==> src/rtl/wb_unit_if.sv <==
// ----------------------------------------------------------------------------
// wb_unit_if -- bundle of every signal between the writeback stage and its
// neighbours (execute, load issue, data memory response, register file write
// port, decode scoreboard).
//
//   ex_valid/ex_ready/ex_rd/ex_result  execute result handshake
//   ld_valid/ld_ready/ld_rd/ld_funct3/ld_off  load issue handshake
//   mem_rvalid/mem_rdata               in-order load response (no backpressure)
//   rf_we/rf_waddr/rf_wdata            registered register-file write
//   busy                               per-register pending-load scoreboard
//   err                                sticky: response with empty queue
//
// slave  : the writeback unit itself
// master : the surrounding pipeline (or a testbench) driving the unit
// ----------------------------------------------------------------------------
interface wb_unit_if;
  logic        ex_valid;
  logic        ex_ready;
  logic [4:0]  ex_rd;
  logic [31:0] ex_result;

  logic        ld_valid;
  logic        ld_ready;
  logic [4:0]  ld_rd;
  logic [2:0]  ld_funct3;
  logic [1:0]  ld_off;

  logic        mem_rvalid;
  logic [31:0] mem_rdata;

  logic        rf_we;
  logic [4:0]  rf_waddr;
  logic [31:0] rf_wdata;

  logic [31:0] busy;
  logic        err;

  modport slave (
    input  ex_valid, ex_rd, ex_result,
    input  ld_valid, ld_rd, ld_funct3, ld_off,
    input  mem_rvalid, mem_rdata,
    output ex_ready, ld_ready,
    output rf_we, rf_waddr, rf_wdata,
    output busy, err
  );

  modport master (
    output ex_valid, ex_rd, ex_result,
    output ld_valid, ld_rd, ld_funct3, ld_off,
    output mem_rvalid, mem_rdata,
    input  ex_ready, ld_ready,
    input  rf_we, rf_waddr, rf_wdata,
    input  busy, err
  );
endinterface

==> src/rtl/wb_unit.sv <==
// ----------------------------------------------------------------------------
// wb_unit -- writeback stage feeding the register file write port.
//
// Merges single-cycle execute results with in-order load responses. Issued
// loads are remembered in a small FIFO ({rd, funct3, off}) so that the matching
// response can be formatted (byte/half/word, signed/unsigned). A load response
// always wins the single write port; the execute side is back-pressured via
// ex_ready. A per-register busy scoreboard lets decode stall on pending load
// destinations.
//
// Ports:
//   clk  rising-edge clock
//   rst  asynchronous, active-high reset
//   bus  wb_unit_if.slave (see wb_unit_if.sv for the signal list)
//
// Parameter:
//   LQ_DEPTH  outstanding-load queue depth (power of two, >= 1)
// ----------------------------------------------------------------------------
module wb_unit #(
  parameter int LQ_DEPTH = 2
) (
  input  logic     clk,
  input  logic     rst,
  wb_unit_if.slave bus
);

  localparam int PTR_W = (LQ_DEPTH > 1) ? $clog2(LQ_DEPTH) : 1;
  localparam int CNT_W = $clog2(LQ_DEPTH) + 1;

  typedef struct packed {
    logic [4:0] rd;
    logic [2:0] funct3;
    logic [1:0] off;
  } lq_entry_t;

  // --------------------------------------------------------------------------
  // State
  // --------------------------------------------------------------------------
  lq_entry_t        lq_mem [LQ_DEPTH];
  logic [PTR_W-1:0] wr_ptr_q, wr_ptr_d;
  logic [PTR_W-1:0] rd_ptr_q, rd_ptr_d;
  logic [CNT_W-1:0] count_q, count_d;
  logic [31:0]      busy_q, busy_d;
  logic             err_q, err_d;
  logic             rf_we_q, rf_we_d;
  logic [4:0]       rf_waddr_q, rf_waddr_d;
  logic [31:0]      rf_wdata_q, rf_wdata_d;

  logic             full;
  logic             empty;
  logic             push;
  logic             pop;
  lq_entry_t        head;
  lq_entry_t        new_entry;

  // --------------------------------------------------------------------------
  // Load data formatting: pick the addressed byte/half from the aligned word
  // and extend it. funct3[2] distinguishes the unsigned variants.
  // --------------------------------------------------------------------------
  function automatic logic [31:0] format_load(input logic [2:0]  funct3,
                                              input logic [1:0]  off,
                                              input logic [31:0] word);
    logic [7:0]  byte_sel;
    logic [15:0] half_sel;
    logic [31:0] res;
    case (off)
      2'd0:    byte_sel = word[7:0];
      2'd1:    byte_sel = word[15:8];
      2'd2:    byte_sel = word[23:16];
      default: byte_sel = word[31:24];
    endcase
    // Halfwords are selected by off[1] only; a misaligned off[0] is ignored.
    half_sel = off[1] ? word[31:16] : word[15:0];
    case (funct3)
      3'b000:  res = {{24{byte_sel[7]}}, byte_sel};
      3'b100:  res = {24'h0, byte_sel};
      3'b001:  res = {{16{half_sel[15]}}, half_sel};
      3'b101:  res = {16'h0, half_sel};
      default: res = word;
    endcase
    return res;
  endfunction

  // --------------------------------------------------------------------------
  // Handshakes
  // --------------------------------------------------------------------------
  assign full  = (count_q == CNT_W'(LQ_DEPTH));
  assign empty = (count_q == '0);
  assign head  = lq_mem[rd_ptr_q];

  // busy_q[0] is never set, so loads to x0 are accepted whenever not full.
  // A pop this cycle does not free a slot until next cycle.
  assign bus.ld_ready = !full && !busy_q[bus.ld_rd];
  assign bus.ex_ready = !bus.mem_rvalid;

  assign push = bus.ld_valid && bus.ld_ready;
  assign pop  = bus.mem_rvalid && !empty;

  assign new_entry = '{rd: bus.ld_rd, funct3: bus.ld_funct3, off: bus.ld_off};

  // --------------------------------------------------------------------------
  // Next-state logic
  // --------------------------------------------------------------------------
  always_comb begin
    // NOTE: every signal gets a default first so no path leaves it unassigned
    // and no latch is inferred.
    wr_ptr_d   = wr_ptr_q;
    rd_ptr_d   = rd_ptr_q;
    count_d    = count_q;
    busy_d     = busy_q;
    err_d      = err_q;
    rf_we_d    = 1'b0;
    rf_waddr_d = rf_waddr_q;
    rf_wdata_d = rf_wdata_q;

    if (push) begin
      wr_ptr_d = (wr_ptr_q == PTR_W'(LQ_DEPTH - 1)) ? '0 : wr_ptr_q + 1'b1;
    end
    if (pop) begin
      rd_ptr_d = (rd_ptr_q == PTR_W'(LQ_DEPTH - 1)) ? '0 : rd_ptr_q + 1'b1;
    end
    count_d = count_q + CNT_W'(push) - CNT_W'(pop);

    // Clear before set: the same rd can never be both (ld_ready blocks it),
    // so the order only matters for readability.
    if (pop) begin
      busy_d[head.rd] = 1'b0;
    end
    if (push && (bus.ld_rd != 5'd0)) begin
      busy_d[bus.ld_rd] = 1'b1;
    end

    if (bus.mem_rvalid && empty) begin
      err_d = 1'b1;
    end

    // Single write port: load response first, then execute result.
    if (pop) begin
      rf_we_d    = (head.rd != 5'd0);
      rf_waddr_d = head.rd;
      rf_wdata_d = format_load(head.funct3, head.off, bus.mem_rdata);
    end else if (bus.ex_valid && !bus.mem_rvalid) begin
      rf_we_d    = (bus.ex_rd != 5'd0);
      rf_waddr_d = bus.ex_rd;
      rf_wdata_d = bus.ex_result;
    end
  end

  // --------------------------------------------------------------------------
  // Registers
  // --------------------------------------------------------------------------
  always_ff @(posedge clk or posedge rst) begin
    // NOTE: non-blocking assignments so every flop samples the values from
    // before this edge, independent of statement order.
    if (rst) begin
      wr_ptr_q   <= '0;
      rd_ptr_q   <= '0;
      count_q    <= '0;
      busy_q     <= '0;
      err_q      <= 1'b0;
      rf_we_q    <= 1'b0;
      rf_waddr_q <= '0;
      rf_wdata_q <= '0;
    end else begin
      wr_ptr_q   <= wr_ptr_d;
      rd_ptr_q   <= rd_ptr_d;
      count_q    <= count_d;
      busy_q     <= busy_d;
      err_q      <= err_d;
      rf_we_q    <= rf_we_d;
      rf_waddr_q <= rf_waddr_d;
      rf_wdata_q <= rf_wdata_d;
    end
  end

  // NOTE: queue storage has no reset; an entry is only read after it has been
  // written, and the pointers/count (which are reset) decide that.
  always_ff @(posedge clk) begin
    if (push) begin
      lq_mem[wr_ptr_q] <= new_entry;
    end
  end

  // --------------------------------------------------------------------------
  // Outputs
  // --------------------------------------------------------------------------
  assign bus.rf_we    = rf_we_q;
  assign bus.rf_waddr = rf_waddr_q;
  assign bus.rf_wdata = rf_wdata_q;
  assign bus.busy     = busy_q;
  assign bus.err      = err_q;

endmodule

==> src/flat_wrapper.sv <==
// flat-port wrapper written by rule: the top's interface ports become plain ports
module wb_unit_flat 
#(
  parameter int LQ_DEPTH = 2
)
  (clk, rst, bus_ex_valid, bus_ex_rd, bus_ex_result, bus_ld_valid, bus_ld_rd, bus_ld_funct3, bus_ld_off, bus_mem_rvalid, bus_mem_rdata, bus_ex_ready, bus_ld_ready, bus_rf_we, bus_rf_waddr, bus_rf_wdata, bus_busy, bus_err);
  wb_unit_if bus_i ();
  input  logic clk;
  input  logic rst;
  input wire logic [$bits(bus_i.ex_valid)-1:0] bus_ex_valid;
  input wire logic [$bits(bus_i.ex_rd)-1:0] bus_ex_rd;
  input wire logic [$bits(bus_i.ex_result)-1:0] bus_ex_result;
  input wire logic [$bits(bus_i.ld_valid)-1:0] bus_ld_valid;
  input wire logic [$bits(bus_i.ld_rd)-1:0] bus_ld_rd;
  input wire logic [$bits(bus_i.ld_funct3)-1:0] bus_ld_funct3;
  input wire logic [$bits(bus_i.ld_off)-1:0] bus_ld_off;
  input wire logic [$bits(bus_i.mem_rvalid)-1:0] bus_mem_rvalid;
  input wire logic [$bits(bus_i.mem_rdata)-1:0] bus_mem_rdata;
  output wire logic [$bits(bus_i.ex_ready)-1:0] bus_ex_ready;
  output wire logic [$bits(bus_i.ld_ready)-1:0] bus_ld_ready;
  output wire logic [$bits(bus_i.rf_we)-1:0] bus_rf_we;
  output wire logic [$bits(bus_i.rf_waddr)-1:0] bus_rf_waddr;
  output wire logic [$bits(bus_i.rf_wdata)-1:0] bus_rf_wdata;
  output wire logic [$bits(bus_i.busy)-1:0] bus_busy;
  output wire logic [$bits(bus_i.err)-1:0] bus_err;
  assign bus_i.ex_valid = bus_ex_valid;
  assign bus_i.ex_rd = bus_ex_rd;
  assign bus_i.ex_result = bus_ex_result;
  assign bus_i.ld_valid = bus_ld_valid;
  assign bus_i.ld_rd = bus_ld_rd;
  assign bus_i.ld_funct3 = bus_ld_funct3;
  assign bus_i.ld_off = bus_ld_off;
  assign bus_i.mem_rvalid = bus_mem_rvalid;
  assign bus_i.mem_rdata = bus_mem_rdata;
  assign bus_ex_ready = bus_i.ex_ready;
  assign bus_ld_ready = bus_i.ld_ready;
  assign bus_rf_we = bus_i.rf_we;
  assign bus_rf_waddr = bus_i.rf_waddr;
  assign bus_rf_wdata = bus_i.rf_wdata;
  assign bus_busy = bus_i.busy;
  assign bus_err = bus_i.err;
  wb_unit #(.LQ_DEPTH(LQ_DEPTH)) u_core (.clk(clk), .rst(rst), .bus(bus_i));
endmodule
==> config.mk <==
export PLATFORM = sky130hd
export DESIGN_NAME = wb_unit_flat
export DESIGN_NICKNAME = d
export VERILOG_FILES = /design/src/rtl/wb_unit_if.sv /design/src/rtl/wb_unit.sv /design/src/flat_wrapper.sv
export SDC_FILE = /design/constraint.sdc
export NUM_CORES = 1
export LEC_CHECK = 0
export BUFFER_PORTS_ARGS = -buffer_cell sky130_fd_sc_hd__buf_2
export CELL_PAD_IN_SITES_DETAIL_PLACEMENT = 0
export CELL_PAD_IN_SITES_GLOBAL_PLACEMENT = 1
export CORE_MARGIN = 4
export CORE_UTILIZATION = 30
export DETAILED_ROUTE_END_ITERATION = 16
export GPL_ROUTABILITY_DRIVEN = 1
export GPL_TIMING_DRIVEN = 0
export PLACE_DENSITY = 0.64
export SETUP_SLACK_MARGIN = 0.1
export SLEW_MARGIN = 20
export SYNTH_ARGS = -nofsm -noshare
export SYNTH_HDL_FRONTEND = slang
export SYNTH_SLANG_ARGS = --single-unit
==> constraint.sdc <==
create_clock -name clk -period 2.3 [get_ports clk]
set_input_delay 0.46 -clock clk [delete_from_list [all_inputs] [get_ports clk]]
set_output_delay 0.46 -clock clk [all_outputs]
set_load 0.01 [all_outputs]
==> summary by stage <==
Setup path
The critical path goes through mux4_2 -> a32oi_2 -> o21ai_1 -> nor2_1 -> buf_2. STA classifies the critical path startpoint as a flip-flop. Together, buffers and inverters on the worst path number 1. The cell with the largest stage delay on the worst path is sky130_fd_sc_hd__mux4_2.

The largest single stage delay on the critical path is 0.52 ns. Data on the critical path is required at its endpoint by 1.84 ns. The worst setup path is captured at a primary output. By startpoint and endpoint, the worst setup path is classified as flip-flop to primary output. The critical path's top delay family is multiplexers.

Of all nets on the critical path, the largest fanout is 2. Data arrives at the worst endpoint at 1.90 ns.

Global route
Global routing consumed, over all layers together, 18.5% of the routing resources. The remaining global-route overflow is 0. The first global-routing pass estimated 28.2 mm of wire. The number of antenna violations at the first check in global routing is 1. The number of global-route vias before repair is 4933. Entering global routing, the biggest net connects 28 pins.

Synth
The prevailing post-synth register cell is sky130_fd_sc_hd__dfrtp_1. The async set-or-reset flop fraction in the synthesized netlist is 78.9%. Summing every instance area after synthesis gives 0.00508 mm². In this run, synthesis inferred 20 flip-flops with an integrated enable.

The count of synthesis-stage warnings from yosys is 0. The net count of the mapped netlist is 571. In this run, synthesis produced a sequential element count of 95. Dividing the synthesized area by the synthesized cell count gives 10.5 µm².

The part of the Yosys area used for sequential elements is 48.8%. The post-synthesis cell type count is 65. The synthesized instance count is 485.

Clocking
The maximum root-to-sink buffer count is 2. The clock-pin slew reported for the worst setup and hold paths after clock tree synthesis is 0.08 ns. The root buffer cell is sky130_fd_sc_hd__clkbuf_16. TritonCTS built the clock tree.

The H-tree was split into 3 levels. The CTS sink count is 95. The clock latency on the worst-skew pair is 0.36 ns. The clock buffer count from CTS is 9.

Routing
In the routed layout, each cell is associated on average with a via count of 5.25. The final layout contains routed wiring with a total length of 17.7 mm. The count of routing violations after the opening detailed-route iteration is 320. The number of vias after detailed routing is 4690. The number of detailed-route iterations in the first pass is 5.

The count of nets left with antenna violations once routing finished came out at 0. The remaining routing DRC violations is 0. Dividing the detail-routed wire length by the instance count gives 19.8 µm.

STA
The highest attainable clock frequency is 424 MHz. For the final database, setup skew stands at 0.0101 ns. Headroom to the max-slew limit came out at 43.3%. The setup slack after layout is -0.0597 ns. Setup violations remaining at the end of the flow were counted as 1.

The final count of hold timing violations came to 0. The slew of the pin with the lowest slew margin is 0.850 ns. The count of pins over their slew limit is 0. Hold is met by 0.176 ns. Counting I/O delays and the setup requirement, the final critical path takes 2.36 ns. The share of the clock period used by the worst path is 103%. The setup TNS is -0.0597 ns. Setup repair after global routing could not meet its margin everywhere.

Flow run
Max-cap violations in this run came to 0.

Pwr
The total power per unit cell area is 1210 mW/mm². IR analysis of the VDD net gives a maximum drop of 0.498 mV. In this run the static leakage power is 2.91 nW.

Cells and area
The number of nets in the layout is 753. Compared with the post-synthesis result, the final layout area differs by 32.9%. The layout filler cell count is 1645. The post-route netlist has 37.2% of its cells at a drive strength greater than 1.

Placed design
The worst slack at placement is -0.483 ns. The HPWL after detailed placement is 13.4 mm. At the end of routability-driven placement, the weighted congestion stood at 0.823. Input and output buffers added on the ports amount to 156.

Die
The count of boundary I/O pins is 157. The die covers 0.0191 mm². The die is 138 µm wide. The vertical extent of the die is 138 µm. The initial core utilization is 30.6%. The floorplan has 47 rows. In this run the standard cell core region covers 0.0166 mm².

Run status
The checks that failed: negative setup slack. The run finished, with violations left.

Worst hold path
The path class of the tightest hold or removal check is input port to async pin.
## final timing paths
kind / startpoint / end / slack [ns] / depth (start not counted)
min in group clk: bus_ld_off[1] / u_core.lq_mem[1][1]$_DFFE_PP_ / 0.30 / 1
hold / removal: rst / u_core.bus.busy[21]$_DFF_PP0_ / 0.18 / 2
hold reg to reg: u_core.bus.err$_DFFE_PP0P_ / u_core.bus.err$_DFFE_PP0P_ / 0.47 / 1
max in group asynchronous: rst / u_core.count_q[1]$_DFF_PP0_ / 1.56 / 3
setup / recovery: u_core.bus.busy[7]$_DFF_PP0_ / bus_ld_ready / -0.06 / 5
setup reg to reg: u_core.count_q[1]$_DFF_PP0_ / u_core.count_q[1]$_DFF_PP0_ / 0.22 / 9
## cell usage in the layout, fill, tap and decap left out, types with 3 or more instances in the layout
cell type                   count
sky130_fd_sc_hd__a21oi_1       12
sky130_fd_sc_hd__nand2b_1       9
sky130_fd_sc_hd__o211ai_1      17
sky130_fd_sc_hd__nor3_1         5
sky130_fd_sc_hd__a211oi_1       8
sky130_fd_sc_hd__xnor2_1        3
sky130_fd_sc_hd__nor2_1        18
sky130_fd_sc_hd__inv_1          5
sky130_fd_sc_hd__buf_12         4
sky130_fd_sc_hd__inv_6          3
sky130_fd_sc_hd__o21ai_0       53
sky130_fd_sc_hd__clkbuf_1       7
sky130_fd_sc_hd__a21o_1         8
sky130_fd_sc_hd__buf_2        161
sky130_fd_sc_hd__buf_4         16
sky130_fd_sc_hd__o22ai_1       11
sky130_fd_sc_hd__a221o_1        5
sky130_fd_sc_hd__nor2b_1        3
sky130_fd_sc_hd__buf_6          3
sky130_fd_sc_hd__nand3_1       15
sky130_fd_sc_hd__nand2_1       52
sky130_fd_sc_hd__a22oi_1        4
sky130_fd_sc_hd__nand3b_1       6
sky130_fd_sc_hd__o21ai_1       32
sky130_fd_sc_hd__dfrtp_1       74
sky130_fd_sc_hd__edfxtp_1      20
sky130_fd_sc_hd__mux2i_1       33
sky130_fd_sc_hd__clkbuf_16      9
sky130_fd_sc_hd__mux4_2         4
## report_power, final
group / total, mW / switching [mW] / internal [mW] / leakage [nW]
sequential: 2.89 / 0.471 / 2.42 / 1.10
combinational: 3.77 / 2.17 / 1.61 / 1.67
clock: 1.49 / 0.730 / 0.755 / 0.140
total: 8.15 / 3.37 / 4.78 / 2.91
## Yosys cell counts, types with 8 or more instances
library cell | instances | area share [%]
sky130_fd_sc_hd__inv_1 | 8 | 0.59
sky130_fd_sc_hd__mux2i_1 | 35 | 6.9
sky130_fd_sc_hd__edfxtp_1 | 20 | 12
sky130_fd_sc_hd__nor2_1 | 22 | 1.6
sky130_fd_sc_hd__a21oi_1 | 12 | 1.2
sky130_fd_sc_hd__nand2b_1 | 10 | 1.2
sky130_fd_sc_hd__o21ai_1 | 31 | 3.1
sky130_fd_sc_hd__o21ai_0 | 56 | 5.5
sky130_fd_sc_hd__a211oi_1 | 8 | 1.2
sky130_fd_sc_hd__o22ai_1 | 14 | 1.7
sky130_fd_sc_hd__nand2_1 | 52 | 3.8
sky130_fd_sc_hd__o211ai_1 | 17 | 2.5
sky130_fd_sc_hd__nand3_1 | 15 | 1.5
sky130_fd_sc_hd__dfrtp_1 | 75 | 37
sky130_fd_sc_hd__clkbuf_1 | 10 | 0.74
sky130_fd_sc_hd__a21o_1 | 8 | 1.2
## cell type report
class	count	area, µm²	share of cell area [%]
Clock buffer	9	225	3.34
Buffer	23	145	2.15
Multi-Input combinational cell	358	2560	37.9
Antenna cell	1	2.50	0.0371
Tap cell	220	275	4.08
Clock inverter	7	63.8	0.945
Inverter	8	33.8	0.501
Timing Repair Buffer	172	963	14.3
Sequential cell	95	2480	36.7
## metal layers
metal / vias to the layer above / GRT usage [%] / share of wire, %
met1: 2285 / 25.7 / 45
met4: 0 / 5.04 / 1.4
li1: 2184 / - / -
met3: 21 / 4.49 / 7.3
met5: - / 0 / 0
met2: 200 / 29.1 / 46
## state kept, by name (all words and copies together) (netlist names)
register	flops
u_core.bus.busy	32
u_core.bus.rf_wdata	32
u_core.lq_mem	20
u_core.bus.rf_waddr	5
u_core.count_q	2
u_core.bus.err	1
u_core.bus.rf_we	1
u_core.rd_ptr_q	1
u_core.wr_ptr_q	1
## repair_timing
| action | CTS | global route |
|---|---|---|
| pin swaps | 8 | 8 |
| setup endpoints to repair | 35 | 55 |
| hold buffers | 0 | 0 |
| buffers inserted | 13 | 4 |
| resized for setup | 12 | 26 |
| gates cloned | 1 | 0 |
## stage by stage
| stage | util, % | std cells | area [µm²] | total power [mW] |
|---|---|---|---|---|
| floorplan | - | 485 | 5100 | 5.03 |
| CTS | 40.1 | 892 | 6650 | 8.07 |
| finish | 40.7 | 893 | 6750 | 8.15 |
| detailed placement | 37.4 | 863 | 6200 | 6.42 |
| global placement | 37.2 | 861 | 6160 | 6.35 |
| global route | 40.7 | 893 | 6750 | 8.72 |
## cells by family (layout without fill, tap and decap cells)
family | after synthesis | in the layout | synth area share [%]
AOI/OAI and AO/OA | 173 | 173 | 22.1
and+or+nand+nor | 137 | 137 | 15.1
DFF | 95 | 95 | 48.8
muxes | 42 | 42 | 9.64
buffers and inverters | 32 | 219 | 3.18
xor gates and xnor gates | 4 | 4 | 0.690
adders and majority gates | 2 | 2 | 0.493
other | 0 | 1 | 0
(Power assumes the default switching activity.)
